`src/rtl/spi_ctrl_session.sv`:
```
// SPI control-channel session: CMD/ADDR/LEN header, then burst register writes or reads.
// Optional macro SPI_CTRL_AUTOINC_EN: reg_addr increments after every strobe.
module spi_ctrl_session #(
   parameter int TIMEOUT_CYCLES = 65535
) (
   input  logic       clk,
   input  logic       rst,
   input  logic       sin,
   input  logic       sclk,
   input  logic       match,
   output logic       sout,
   output logic       active,
   output logic [7:0] reg_addr,
   output logic [7:0] reg_wdata,
   output logic       reg_wr,
   output logic       reg_rd,
   input  logic [7:0] reg_rdata
);

   localparam int TW = $clog2(TIMEOUT_CYCLES + 1);

   typedef enum logic [2:0] {
      S_HUNT,
      S_CMD,
      S_ADDR,
      S_LEN,
      S_WRITE,
      S_READ
   } state_t;

   state_t r_state;
   state_t w_next;

   logic          r_sclk_prev;
   logic          r_op_rd;
   logic          r_wr;
   logic          r_rd;
   logic          r_rd_d;
   logic [2:0]    r_bitcnt;
   logic [6:0]    r_rx;
   logic [7:0]    r_tx;
   logic [7:0]    r_addr;
   logic [7:0]    r_wdata;
   logic [8:0]    r_len;
   logic [TW-1:0] r_tmo;

   logic       w_pos;
   logic       w_neg;
   logic       w_done;
   logic       w_tmo;
   logic [7:0] w_byte;

   assign w_pos  = sclk & ~r_sclk_prev;
   assign w_neg  = ~sclk & r_sclk_prev;
   assign w_done = w_pos && (r_bitcnt == 3'd7) && (r_state != S_HUNT);
   assign w_tmo  = (r_tmo == TW'(TIMEOUT_CYCLES));
   assign w_byte = {r_rx, sin};

   always_ff @(posedge clk) begin
      if (rst) begin
         r_state <= S_HUNT;
      end else begin
         r_state <= w_next;
      end
   end

   always_comb begin
      w_next = r_state;
      unique case (r_state)
         S_HUNT: begin
            if (match) w_next = S_CMD;
         end
         S_CMD: begin
            if (w_done) begin
               if (w_byte[7:1] == 7'd0) w_next = S_ADDR;
               else w_next = S_HUNT;
            end
         end
         S_ADDR: begin
            if (w_done) w_next = S_LEN;
         end
         S_LEN: begin
            if (w_done) w_next = r_op_rd ? S_READ : S_WRITE;
         end
         S_WRITE: begin
            // leave only once the final strobe is on the bus
            if (r_wr && r_len == 9'd0) w_next = S_HUNT;
         end
         S_READ: begin
            if (w_done && r_len == 9'd1) w_next = S_HUNT;
         end
         default: w_next = S_HUNT;
      endcase
      if (r_state != S_HUNT && w_tmo) w_next = S_HUNT;
   end

   always_ff @(posedge clk) begin
      if (rst) begin
         r_sclk_prev <= 1'b0;
         r_op_rd     <= 1'b0;
         r_wr        <= 1'b0;
         r_rd        <= 1'b0;
         r_rd_d      <= 1'b0;
         r_bitcnt    <= 3'd0;
         r_rx        <= 7'd0;
         r_tx        <= 8'd0;
         r_addr      <= 8'd0;
         r_wdata     <= 8'd0;
         r_len       <= 9'd0;
         r_tmo       <= '0;
      end else begin
         r_sclk_prev <= sclk;
         r_wr        <= 1'b0;
         r_rd        <= 1'b0;
         r_rd_d      <= r_rd;

         if (r_state == S_HUNT || w_pos || w_neg) r_tmo <= '0;
         else if (!w_tmo) r_tmo <= r_tmo + 1'b1;

         if (r_state == S_HUNT) begin
            if (match) r_bitcnt <= 3'd0;
         end else if (w_pos) begin
            r_bitcnt <= r_bitcnt + 3'd1;
            r_rx     <= w_byte[6:0];
         end

         if (w_done) begin
            unique case (r_state)
               S_CMD: r_op_rd <= w_byte[0];
               S_ADDR: r_addr <= w_byte;
               S_LEN: begin
                  r_len <= {w_byte == 8'd0, w_byte};
                  r_rd  <= r_op_rd;
               end
               S_WRITE: begin
                  r_wdata <= w_byte;
                  r_wr    <= 1'b1;
                  r_len   <= r_len - 9'd1;
               end
               S_READ: begin
                  r_len <= r_len - 9'd1;
                  r_rd  <= (r_len != 9'd1);
               end
               default: ;
            endcase
         end

         // the neg right after a byte boundary must keep the new byte
         if (r_rd_d) r_tx <= reg_rdata;
         else if (r_state == S_READ && w_neg && r_bitcnt != 3'd0)
            r_tx <= {r_tx[6:0], 1'b0};

`ifdef SPI_CTRL_AUTOINC_EN
         if (r_wr || r_rd) r_addr <= r_addr + 8'd1;
`endif
      end
   end

   assign sout      = (r_state == S_READ) & r_tx[7];
   assign active    = (r_state != S_HUNT);
   assign reg_addr  = r_addr;
   assign reg_wdata = r_wdata;
   assign reg_wr    = r_wr & ~rst;
   assign reg_rd    = r_rd & ~rst;

endmodule

```
`config.mk`:
```
export PLATFORM = sky130hd
export DESIGN_NAME = spi_ctrl_session
export DESIGN_NICKNAME = d
export VERILOG_FILES = /design/src/rtl/spi_ctrl_session.sv
export SDC_FILE = /design/constraint.sdc
export NUM_CORES = 1
export LEC_CHECK = 0
export CORE_ASPECT_RATIO = 1.25
export CORE_MARGIN = 2
export CORE_UTILIZATION = 60
export DETAILED_ROUTE_END_ITERATION = 6
export PLACE_DENSITY = 0.95
export SYNTH_ARGS = -nofsm -noshare
export SYNTH_HDL_FRONTEND = slang
export SYNTH_SLANG_ARGS = --single-unit
```
`constraint.sdc`:
```
create_clock -name clk -period 5.6 [get_ports clk]
set_input_delay 0.56 -clock clk [delete_from_list [all_inputs] [get_ports clk]]
set_output_delay 0.56 -clock clk [all_outputs]
set_load 0.005 [all_outputs]
```
Yosys cells after proc, flatten, opt, wreduce, memory -nomap -nowiden:

Index checks and enable logic that the tools add are counted.

* register bits after elaboration: 67
* input port bits: 13
* output and inout port bits: 20
* logic and storage cells: 87

* add/subtract/negate cells: 3
* equal/unequal tests: 15
* mux-type cells: 17
* bitwise logic cells: 10
* reductions and logical operators: 29

Operators by type and width (count)
* two-way mux 3 bit: 9
* case mux 3 bit (6 select lines): 1
* case mux 9 bit (2 select lines): 1
* adder 16 x 1 -> 16 bit (second input constant): 1
* == test 16 bit (second input constant): 1
* two-way mux 8 bit: 2
* inequality test 2 bit (second input constant): 6
* AND reduction 2 bit: 6
* == test 3 bit (second input constant): 3
* == test 9 x 1 -> 1 bit (second input constant): 1
* logical NOT 9 bit: 1
* inequality test 9 x 1 -> 1 bit (second input constant): 1
* subtractor 9 x 1 -> 9 bit (second input constant): 1
* logical NOT 8 bit: 1
* OR reduction 2 bit: 4
* logical AND 1 bit: 7
* logical NOT 7 bit: 1
* == test 3 x 2 -> 1 bit (second input constant): 2
* AND reduction 6 bit: 1
* nonzero test 2 bit: 3
* nonzero test 3 bit: 2
* AND 1 bit: 5
* NOT 1 bit: 5
* adder 3 x 1 -> 3 bit (second input constant): 1
* 6 further kinds: 8

Logic depth before layout (Yosys ltp):

Gate-level depths: netlist of run 1.

* depth after elaboration: 7
* depth in mapped cells: 8
* mapped depth without buffers: 6

Least setup slack after synthesis of run 1:

Ideal clock, no wire load.

* kind: reg2reg
* from: reg r_bitcnt[0]
* to: reg r_state[0]
* setup time: 121 ps
* data arrival time: 1701 ps
* required time: 5479 ps
* setup slack: 3778 ps
* cell stages (with the launch flop): 8
* buffers on the path: 1
* clock period less this slack: 1822 ps
* path through: dfxtp_1 > ha_1 > ha_1 > and3b_1 > clkbuf_1 > o22ai_1 > nor4_1 > mux2_2

* longest elaborated chain between the ends: 6
* elaborated cells between the ends (all ways): 9
* classes of those cells: eq/ne (5); reduce/logical (4)

Ends and longest elaborated chain
* start: declaration: RTL line 39 `logic [2:0] r_bitcnt;`
* start signal: assignment: RTL line 123 `r_bitcnt <= r_bitcnt + 3'd1;`
* == test 3 bit *: RTL line 55 `assign w_done = w_pos && (r_bitcnt == 3'd7) && (r_state != S_HUNT);`
* logical AND 1 bit * (2 in a row): RTL line 55
* logical AND 1 bit: RTL line 90 `if (w_done && r_len == 9'd1) w_next = S_HUNT;`
* inequality test 2 bit (no source line)
* AND reduction 6 bit (no source line) *
* end signal: assignment: RTL line 63 `r_state <= w_next;`
* end: declaration: RTL line 31 `state_t r_state;`

Mark *: on every way between the ends. The rest lies on a longest branch, timed or not.
A chain may end at the register's enable or synchronous reset.

Final worst setup path of run 1:

* from: reg r_state[2]
* to: out sout

* longest elaborated chain between the ends: 2

Ends and longest elaborated chain
* == test 3 bit: RTL line 159 `assign sout = (r_state == S_READ) & r_tx[7];`
* AND 1 bit: RTL line 159
* end: declaration: RTL line 11 `output logic sout,`

Every way passes these cells.

==> results of run 1 <==
worst min-delay path, delay by kind of cell, from the launching register on:
kind | cells | cell delay [ns]
flops | 1 | 0.31
simple gates | 1 | 0.05
compound gates | 1 | 0.05
area by class of cell:
cell class	count	share of cell area
Clock buffer	12	0.0418
Inverter	13	0.0131
Sequential cell	67	0.361
Tap cell	62	0.0209
Timing Repair Buffer	33	0.0869
Multi-Input combinational cell	266	0.457
Clock inverter	4	0.0195
Yosys cell counts (3+ instances only):
cell,count
buf_2,4
inv_1,13
ha_1,7
clkbuf_1,13
a31oi_1,3
nor4_1,7
or3_1,6
o31ai_1,8
or4_1,8
nand2_1,34
dfxtp_1,67
nand3b_1,3
mux2i_1,26
nor2b_1,6
a21o_1,4
nand4_1,4
o21ai_0,12
a21oi_1,34
nor2_1,36
nor3b_1,3
a211oi_1,7
nand3_1,12
nor3_1,8
report_power, final:
part | switching (mW) | internal (mW)
Combinational | 0.0411 | 0.0305
Sequential | 0.0128 | 0.482
Clock | 0.181 | 0.274
Total | 0.235 | 0.787
registers in the layout, summed over array words and instances, names as in the netlist, 3 cells and up:
signal     count
r_tx           8
r_tmo         16
r_len          9
r_rx           7
r_bitcnt       3
r_state        3
reg_wdata      8
reg_addr       8
how the worst min path moves through the flow:
stage	slack (ns)	startpoint	endpoint
floorplan	0.43	r_rd$_SDFF_PP0_	r_rd_d$_SDFF_PP0_
global placement	0.44	r_rd$_SDFF_PP0_	r_rd_d$_SDFF_PP0_
detailed placement	0.44	r_rd$_SDFF_PP0_	r_rd_d$_SDFF_PP0_
CTS	0.46	r_rd$_SDFF_PP0_	r_rd_d$_SDFF_PP0_
global route	0.47	r_rd$_SDFF_PP0_	r_rd_d$_SDFF_PP0_
finish	0.46	r_rd_d$_SDFF_PP0_	r_tx[0]$_SDFFE_PP0P_
cell families after synthesis:
group           after synthesis  synth area share
compound gates               83             0.160
mux                          28            0.0886
fa+ha+maj                     7            0.0274
xor+xnor                      1           0.00274
buf+inv                      34            0.0486
flops                        67             0.420
simple gates                147             0.253
routing by layer:
layer	vias to the layer above	routed length [um]
met1	1358	2950
met2	95	3700
met3	19	387
met4	0	187
met5	-	0
li1	1368	-
==> key figures, run 1 <==
Status
  – Status: complete, no violations

Pwr
  – Total power: 1.02 mW
  – Worst VDD drop: 328 uV
  – Cell Pwr Density: 275 nW/um2
  – Leakage: 1.37 nW

STA
  – Final TNS setup: 0 ns
  – Clock skew: 0.00605 ns
  – Fin. Hold Viols: 0
  – FMAX: 0.352 GHz
  – Final min period: 2.84 ns
  – Period Utilization, post-route: 0.507
  – RSZ-0062 raised after global routing: no
  – # setup viols final: 0
  – Final hold slack: 0.458 ns
  – Max-slew violation count: 0
  – Worst Slack Setup Final: 2.76 ns
  – Worst-margin pin slew: 0.934 ns
  – Relative slew slack: 0.373

Yosys
  – Yosys warns: 0
  – Post-synth top area share: 0.420
  – Mapped cell area: 3190 um2
  – Share of the yosys chip area belonging to registers: 0.420
  – Ys flop type: dfxtp_1
  – Post-synthesis cell count: 367
  – Synth top area cells: dfxtp_1 (42%), mux2i_1 (8.2%), a21oi_1 (5.3%)
  – Ys async rst share: 0
  – Yosys cell types: 56
  – Synthesized flop and latch total: 67
  – Syn_area_per_cell: 8.70 um2
  – Yosys top cell by area: dfxtp_1
  – Syn_nets: 387
  – EDFF count, synth: 0

Floorplanning
  – I/O Pins: 33
  – Core area: 5120 um2
  – Num rows: 29
  – Die width: 69.3 um
  – DIE HEIGHT: 85.6 um
  – Die Area: 5930 um2
  – Initial core utilization: 0.624

Detailed routing
  – ANT nets after route: 0
  – WL per Instance: 15.8 um
  – TritonRoute pass-1 iters: 4
  – Initial DRC count: 198
  – WL final: 7230 um
  – Vias: 2840
  – Detailed-route DRC error count: 0
  – Vias per cell: 6.21

Place
  – HPWL Detailed: 4770 um
  – GPL Wtd Cong: 0.896
  – DP Area: 3490 um2
  – DP Cell Count: 441
  – Pre-CTS WS: 3.04 ns
  – Number of port buffers: 32

Critical path
  – Worst Path Buf+Inv: 1
  – Reg2Reg Launch Point: r_tmo[0]$_SDFFE_PP0P_
  – CP Class: reg2out
  – R2R setup slack: 3.02 ns
  – Crit Path Max Fanout: 15
  – Crit start category: flip-flop
  – Reg-to-Reg End: r_state[0]$_SDFFE_PP0P_
  – Cells along the critical path: and2b_1 -> and3_2 -> clkdlybuf4s50_1
  – Slowest cell delay on critical path: 0.63 ns
  – CP Data Arrival Time: 2.28 ns
  – Worst path depth: 3
  – CP Launch Point: r_state[2]$_SDFFE_PP0P_
  – Slowest cell on crit path: dfxtp_1
  – CP endpoint: sout
  – Reg2reg path depth: 5
  – Critical Path RT: 5.04 ns
  – CP endpoint kind: output port
  – Top delay family on crit path: simple AND/OR/NAND/NOR gates

Layout
  – Nets: 410
  – Final core utilization: 0.726
  – Commonest non-fill, non-tap cell in the layout: dfxtp_1
  – Final std cells w/o fill: 457
  – Most frequent cells in the layout: dfxtp_1 (67), nor2_1 (36), nand2_1 (34), a21oi_1 (34), clkdlybuf4s50_1 (31)
  – Flip-flop and latch area: 1340 um2
  – Ant. Diodes: 0
  – # fillers: 373
  – Area of the multi-input gates: 1700 um2
  – Final instance area: 3710 um2
  – Area delta synth->final: 16.3%
  – Share of layout cells above drive strength 1: 0.0734

Clocking
  – Worst-path clk slew: 0.07 ns
  – TritonCTS Buffers: 9
  – CTS sink count: 67
  – Clock Tree Buf Depth: 2
  – CTS resizes: 0
  – CTS H-tree depth: 3
  – CTS tree: done
  – Clk_lat worst skew: 0.35 ns
  – Cts hold-fix bufs: 0
  – Setup bufs post-CTS: 0
  – Root Driver: clkbuf_8

Global routing
  – Pin count of the biggest net entering global routing: 55
  – GR Util All Layers: 0.259
  – M2 GR Usage: 0.448
  – Total grt overflow: 0
  – GR Util met3: 0.0576
  – First-pass GRT wire length: 12400 um
  – Antenna violations before repair: 0
  – GR Util met1: 0.302
  – Number of global-route vias before repair: 2718
  – Most used routing layer: met2

Worst hold path
  – Hold Path Class: reg2reg
  – Hold path cells: 2

Run
  – MaxCap Viol Count: 0
(Power assumes the default switching activity.)
==> run 2, diff against run 1 <==
- CORE_UTILIZATION: 60 -> 56
- PLACE_DENSITY: 0.95 -> 0.91
- clock period: 5.6 -> 2.82 ns (I/O delays scaled with it)
==> run 2 against run 1 <==
  * Combinational power increased by 100%
  * Clock skew is 0.0092 ns higher
  * Critical path depth stayed put
  * Core utilization down 5.0 points
  * Routed wire length fell by 0.58%
  * Largest power group unchanged
==> key figures, run 2 (synthesis gave the netlist of run 1 again) <==
Status
  – Status: complete, no violations

Floorplanning
  – Num rows: 30
  – Initial core utilization: 0.583
  – Die Area: 6330 um2
  – DIE HEIGHT: 88.4 um
  – Die width: 71.5 um
  – Core area: 5480 um2
  – I/O Pins: 33

Detailed routing
  – WL per Instance: 15.6 um
  – ANT nets after route: 0
  – Detailed-route DRC error count: 0
  – Initial DRC count: 169
  – WL final: 7190 um
  – TritonRoute pass-1 iters: 4
  – Vias per cell: 6.12
  – Vias: 2822

Place
  – Pre-CTS WS: 0.606 ns
  – HPWL Detailed: 4800 um
  – GPL Wtd Cong: 0.857
  – DP Area: 3500 um2
  – Number of port buffers: 32
  – DP Cell Count: 445

Layout
  – Final instance area: 3700 um2
  – Commonest non-fill, non-tap cell in the layout: dfxtp_1
  – Most frequent cells in the layout: dfxtp_1 (67), nor2_1 (36), nand2_1 (34), a21oi_1 (34), clkdlybuf4s50_1 (31)
  – Final std cells w/o fill: 461
  – Share of layout cells above drive strength 1: 0.0806
  – Biggest regs: r_tmo: 16 flops, r_len: 9 flops
  – Max reg flops: 16
  – Most flops, register: r_tmo
  – Nets: 412
  – Area delta synth->final: 16.0%
  – Final core utilization: 0.676
  – Ant. Diodes: 0

Global routing
  – Antenna violations before repair: 0
  – Pin count of the biggest net entering global routing: 30
  – Number of global-route vias before repair: 2780
  – First-pass GRT wire length: 11900 um
  – Total grt overflow: 0
  – GR Util All Layers: 0.239

Critical path
  – Crit Path Max Fanout: 14
  – CP Class: reg2out
  – Slowest cell on crit path: dfxtp_1
  – CP endpoint: active
  – CP endpoint kind: output port
  – Reg2reg path depth: 6
  – Worst Path Buf+Inv: 2
  – R2R setup slack: 0.70 ns
  – Slowest cell delay on critical path: 0.64 ns
  – Reg-to-Reg End: r_tmo[6]$_SDFFE_PP0P_
  – Top delay family on crit path: buffers and inverters
  – Reg2Reg Launch Point: r_tmo[0]$_SDFFE_PP0P_
  – CP Data Arrival Time: 1.93 ns
  – Worst path depth: 3
  – Cells along the critical path: nor3_1 -> inv_1 -> clkdlybuf4s50_1
  – CP Launch Point: r_state[2]$_SDFFE_PP0P_
  – Critical Path RT: 2.54 ns
  – Crit start category: flip-flop

STA
  – Max-slew violation count: 0
  – Final min period: 2.21 ns
  – Period Utilization, post-route: 0.783
  – Final TNS setup: 0 ns
  – RSZ-0062 raised after global routing: no
  – Worst-margin pin slew: 0.737 ns
  – Worst Slack Setup Final: 0.612 ns
  – Relative slew slack: 0.502
  – # setup viols final: 0
  – Fin. Hold Viols: 0
  – Final hold slack: 0.403 ns
  – FMAX: 0.453 GHz
  – Clock skew: 0.0152 ns

Clocking
  – TritonCTS Buffers: 9
  – Cts hold-fix bufs: 0
  – CTS sink count: 67
  – CTS resizes: 0
  – Worst-path clk slew: 0.07 ns
  – CTS H-tree depth: 3
  – Clk_lat worst skew: 0.35 ns
  – CTS tree: done
  – Root Driver: clkbuf_8
  – Setup bufs post-CTS: 0
  – Clock Tree Buf Depth: 2

Pwr
  – Cell Pwr Density: 519 nW/um2
  – Worst VDD drop: 355 uV
  – Leakage: 1.37 nW
  – Total power: 1.92 mW

Run
  – MaxCap Viol Count: 0

Worst hold path
  – Hold Path Class: in2reg
## run 2: changes by cell type in the layout (fill, tap and decap cells not counted), sizes merged
cell and change:
buf +2, clkinvlp +1, inv +1, clkinv +2, bufinv -1, clkbuf -3
## run 2: worst reg2reg max path: stages, from the launching register on
cell and delay [ns]:
dfxtp_1 0.40, ha_1 0.19, nand4_1 0.42, nor4_4 0.46, buf_4 0.29, or4_1 0.15, a21oi_1 0.06
## run 2: where the power goes
| group | switching (mW) | leakage, nW | internal, mW |
|---|---|---|---|
| clock | 0.386 | 0.0958 | 0.412 |
| combinational | 0.0818 | 0.731 | 0.0610 |
| sequential | 0.0252 | 0.540 | 0.957 |
| total | 0.493 | 1.37 | 1.43 |
## run 2: layout make-up
cell class,count,area [um2]
tap,64,80.1
clock inverter,7,76.3
timing repair buffer,35,338
fill,431,1780
clock buffer,9,124
sequential,67,1340
inverter,13,48.8
multi-input combinational,266,1700
## run 2: how the worst min path moves through the flow
stage	from	end	slack, ns	depth (start not counted)
global route	rst	reg_wdata[0]$_SDFFE_PP0P_	0.43	2
finish	rst	reg_wdata[0]$_SDFFE_PP0P_	0.40	2
CTS	rst	reg_wdata[1]$_SDFFE_PP0P_	0.39	2
detailed placement	r_rd$_SDFF_PP0_	r_rd_d$_SDFF_PP0_	0.46	1
floorplan	sclk	r_sclk_prev$_SDFF_PP0_	0.41	1
global placement	r_rd$_SDFF_PP0_	r_rd_d$_SDFF_PP0_	0.44	1
## run 2: metal layers
| layer | part of all wire | up-vias | wire length (um) | GRT usage |
|---|---|---|---|---|
| met5 | 0 | - | 0 | 0 |
| met4 | 0.028 | 0 | 199 | 0.148 |
| met2 | 0.51 | 94 | 3660 | 0.433 |
| li1 | - | 1375 | - | - |
| met1 | 0.42 | 1333 | 3010 | 0.261 |
| met3 | 0.043 | 20 | 311 | 0.0353 |
==> run 3, diff against run 2 <==
- CORE_UTILIZATION: 56 -> 51
- PLACE_DENSITY: 0.91 -> 0.88
- clock period: 2.82 -> 2 ns (I/O delays scaled with it)
==> run 3 against run 2 <==
  * Power rose by 45%
  * Setup slack got worse by 0.52 ns
  * Routed wire length rose by 3.4%
  * Register-to-register slack got worse by 0.54 ns
  * Flip-flop and latch count did not move
  * Clock skew fell by 0.0033 ns
  * First-iteration DRC count fell by 22%
  * Core utilization fell by 5.0 points
  * Combinational power rose by 53%
==> key figures, run 3 (synthesis gave the netlist of run 1 again) <==
Global routing
  – Number of global-route vias before repair: 2819
  – Antenna violations before repair: 0
  – GR Util All Layers: 0.234
  – Pin count of the biggest net entering global routing: 35
  – Total grt overflow: 0
  – First-pass GRT wire length: 12300 um

Layout
  – Final std cells w/o fill: 492
  – Ant. Diodes: 0
  – Biggest regs: r_tmo: 16 flops, r_len: 9 flops
  – Share of layout cells above drive strength 1: 0.113
  – Nets: 422
  – Most flops, register: r_tmo
  – Most frequent cells in the layout: dfxtp_1 (65), nor2_1 (36), nand2_1 (34), a21oi_1 (34), clkdlybuf4s50_1 (31)
  – Area delta synth->final: 20.1%
  – # fillers: 516
  – Max reg flops: 16
  – Commonest non-fill, non-tap cell in the layout: dfxtp_1

Floorplanning
  – Initial core utilization: 0.521
  – DIE HEIGHT: 92.5 um
  – Die width: 74.8 um
  – Num rows: 32
  – Core area: 6130 um2
  – I/O Pins: 33
  – Die Area: 6910 um2

Critical path
  – Crit Path Max Fanout: 13
  – CP Class: reg2out
  – Slowest cell on crit path: clkdlybuf4s50_1
  – Reg2reg path depth: 6
  – R2R setup slack: 0.16 ns
  – Critical Path RT: 1.80 ns
  – CP endpoint kind: output port
  – Reg-to-Reg End: r_state[0]$_SDFFE_PP0P_
  – Crit start category: flip-flop
  – CP Data Arrival Time: 1.71 ns
  – Slowest cell delay on critical path: 0.50 ns
  – Cells along the critical path: and2b_1 -> and3_2 -> clkdlybuf4s50_1
  – Reg2Reg Launch Point: r_bitcnt[1]$_SDFFE_PP0P_

Place
  – Number of port buffers: 32
  – HPWL Detailed: 5070 um
  – DP Cell Count: 476
  – GPL Wtd Cong: 0.884

Run
  – MaxCap Viol Count: 0

Clocking
  – CTS tree: done
  – Root Driver: clkbuf_8
  – Setup bufs post-CTS: 0
  – TritonCTS Buffers: 9
  – CTS H-tree depth: 3
  – Clk_lat worst skew: 0.36 ns
  – CTS sink count: 67
  – Clock Tree Buf Depth: 2
  – Worst-path clk slew: 0.07 ns

Worst hold path
  – Hold path cells: 2
  – Hold endpoint: r_op_rd$_SDFFE_PP0P_
  – Hold path startpoint: rst
  – Hold Path Class: in2reg

STA
  – Fin. Hold Viols: 0
  – Relative slew slack: 0.697
  – FMAX: 0.524 GHz
  – Worst-margin pin slew: 0.453 ns
  – Clock skew: 0.0119 ns
  – Final TNS setup: 0 ns
  – Final min period: 1.91 ns
  – Max-slew violation count: 0
  – # setup viols final: 0
  – RSZ-0062 raised after global routing: no
  – Period Utilization, post-route: 0.955

Detailed routing
  – WL final: 7430 um
  – ANT nets after route: 0
  – WL per Instance: 15.1 um
  – Detailed-route DRC error count: 0
  – TritonRoute pass-1 iters: 6
  – Vias: 2856
  – Vias per cell: 5.80
  – Initial DRC count: 132

Pwr
  – Worst VDD drop: 590 uV
  – Leakage: 1.42 nW
  – Cell Pwr Density: 728 nW/um2

Status
  – Status: complete, no violations
## run 3: cell count changes in the layout (fill, tap and decap cells not counted), sizes merged
cell / previous run / this run
buf: 4 / 14
clkinv: 3 / 0
inv: 14 / 17
## run 3: final cells by class
class | count | area [um2] | share of cell area
clock buffer | 9 | 124 | 0.0323
clock inverter | 7 | 82.6 | 0.0215
inverter | 13 | 48.8 | 0.0127
multi-input combinational | 266 | 1710 | 0.447
sequential | 67 | 1350 | 0.351
tap | 85 | 106 | 0.0277
timing repair buffer | 45 | 413 | 0.108
## run 3: worst max-delay path by stage
stage,from,end,slack (ns),cells past startpoint
detailed placement,sclk,r_tx[2]$_SDFFE_PP0P_,0.02,5
CTS,r_state[0]$_SDFFE_PP0P_,active,0.03,3
finish,r_state[1]$_SDFFE_PP0P_,sout,0.09,3
global route,r_bitcnt[0]$_SDFFE_PP0P_,r_state[0]$_SDFFE_PP0P_,0.002,6
floorplan,r_bitcnt[0]$_SDFFE_PP0P_,r_state[0]$_SDFFE_PP0P_,0.18,7
global placement,sclk,r_state[0]$_SDFFE_PP0P_,0.09,5
## run 3: per-stage QoR
step / power, mW / setup slack, ns / instance area, um2 / hold WS [ns] / utilization
floorplan: 1.54 / 0.178 / 3190 / 0.328 / -
global placement: 1.61 / 0.0912 / 3610 / 0.438 / 0.589
detailed placement: 1.62 / 0.0218 / 3610 / 0.452 / 0.589
CTS: 2.81 / 0.0254 / 3820 / 0.220 / 0.624
global route: 2.90 / 0.00218 / 3830 / 0.278 / 0.626
finish: 2.79 / 0.0900 / 3830 / 0.246 / 0.626
## run 3: power breakdown
part / total [mW] / switching, mW / internal [mW]
combinational: 0.219 / 0.119 / 0.100
sequential: 1.38 / 0.0351 / 1.35
clock: 1.19 / 0.592 / 0.596
total: 2.79 / 0.746 / 2.05
## run 3: metal layers
layer | GRT usage | part of all wire | up-vias
met5 | 0 | 0 | -
met3 | 0.0838 | 0.050 | 23
met4 | 0.122 | 0.029 | 0
met2 | 0.381 | 0.52 | 73
li1 | - | - | 1397
met1 | 0.262 | 0.40 | 1363
## run 3: critical path, delay by kind of cell (launching register included)
family	cells	cell delay, ns
AND/OR/NAND/NOR	2	0.46
flip-flops	1	0.39
buffers and inverters	1	0.50
## run 3: repair_timing
action,CTS,global route
cloned,0,0
resized for setup,3,3
endpoints found under the setup margin,2,3
hold buffers,0,0
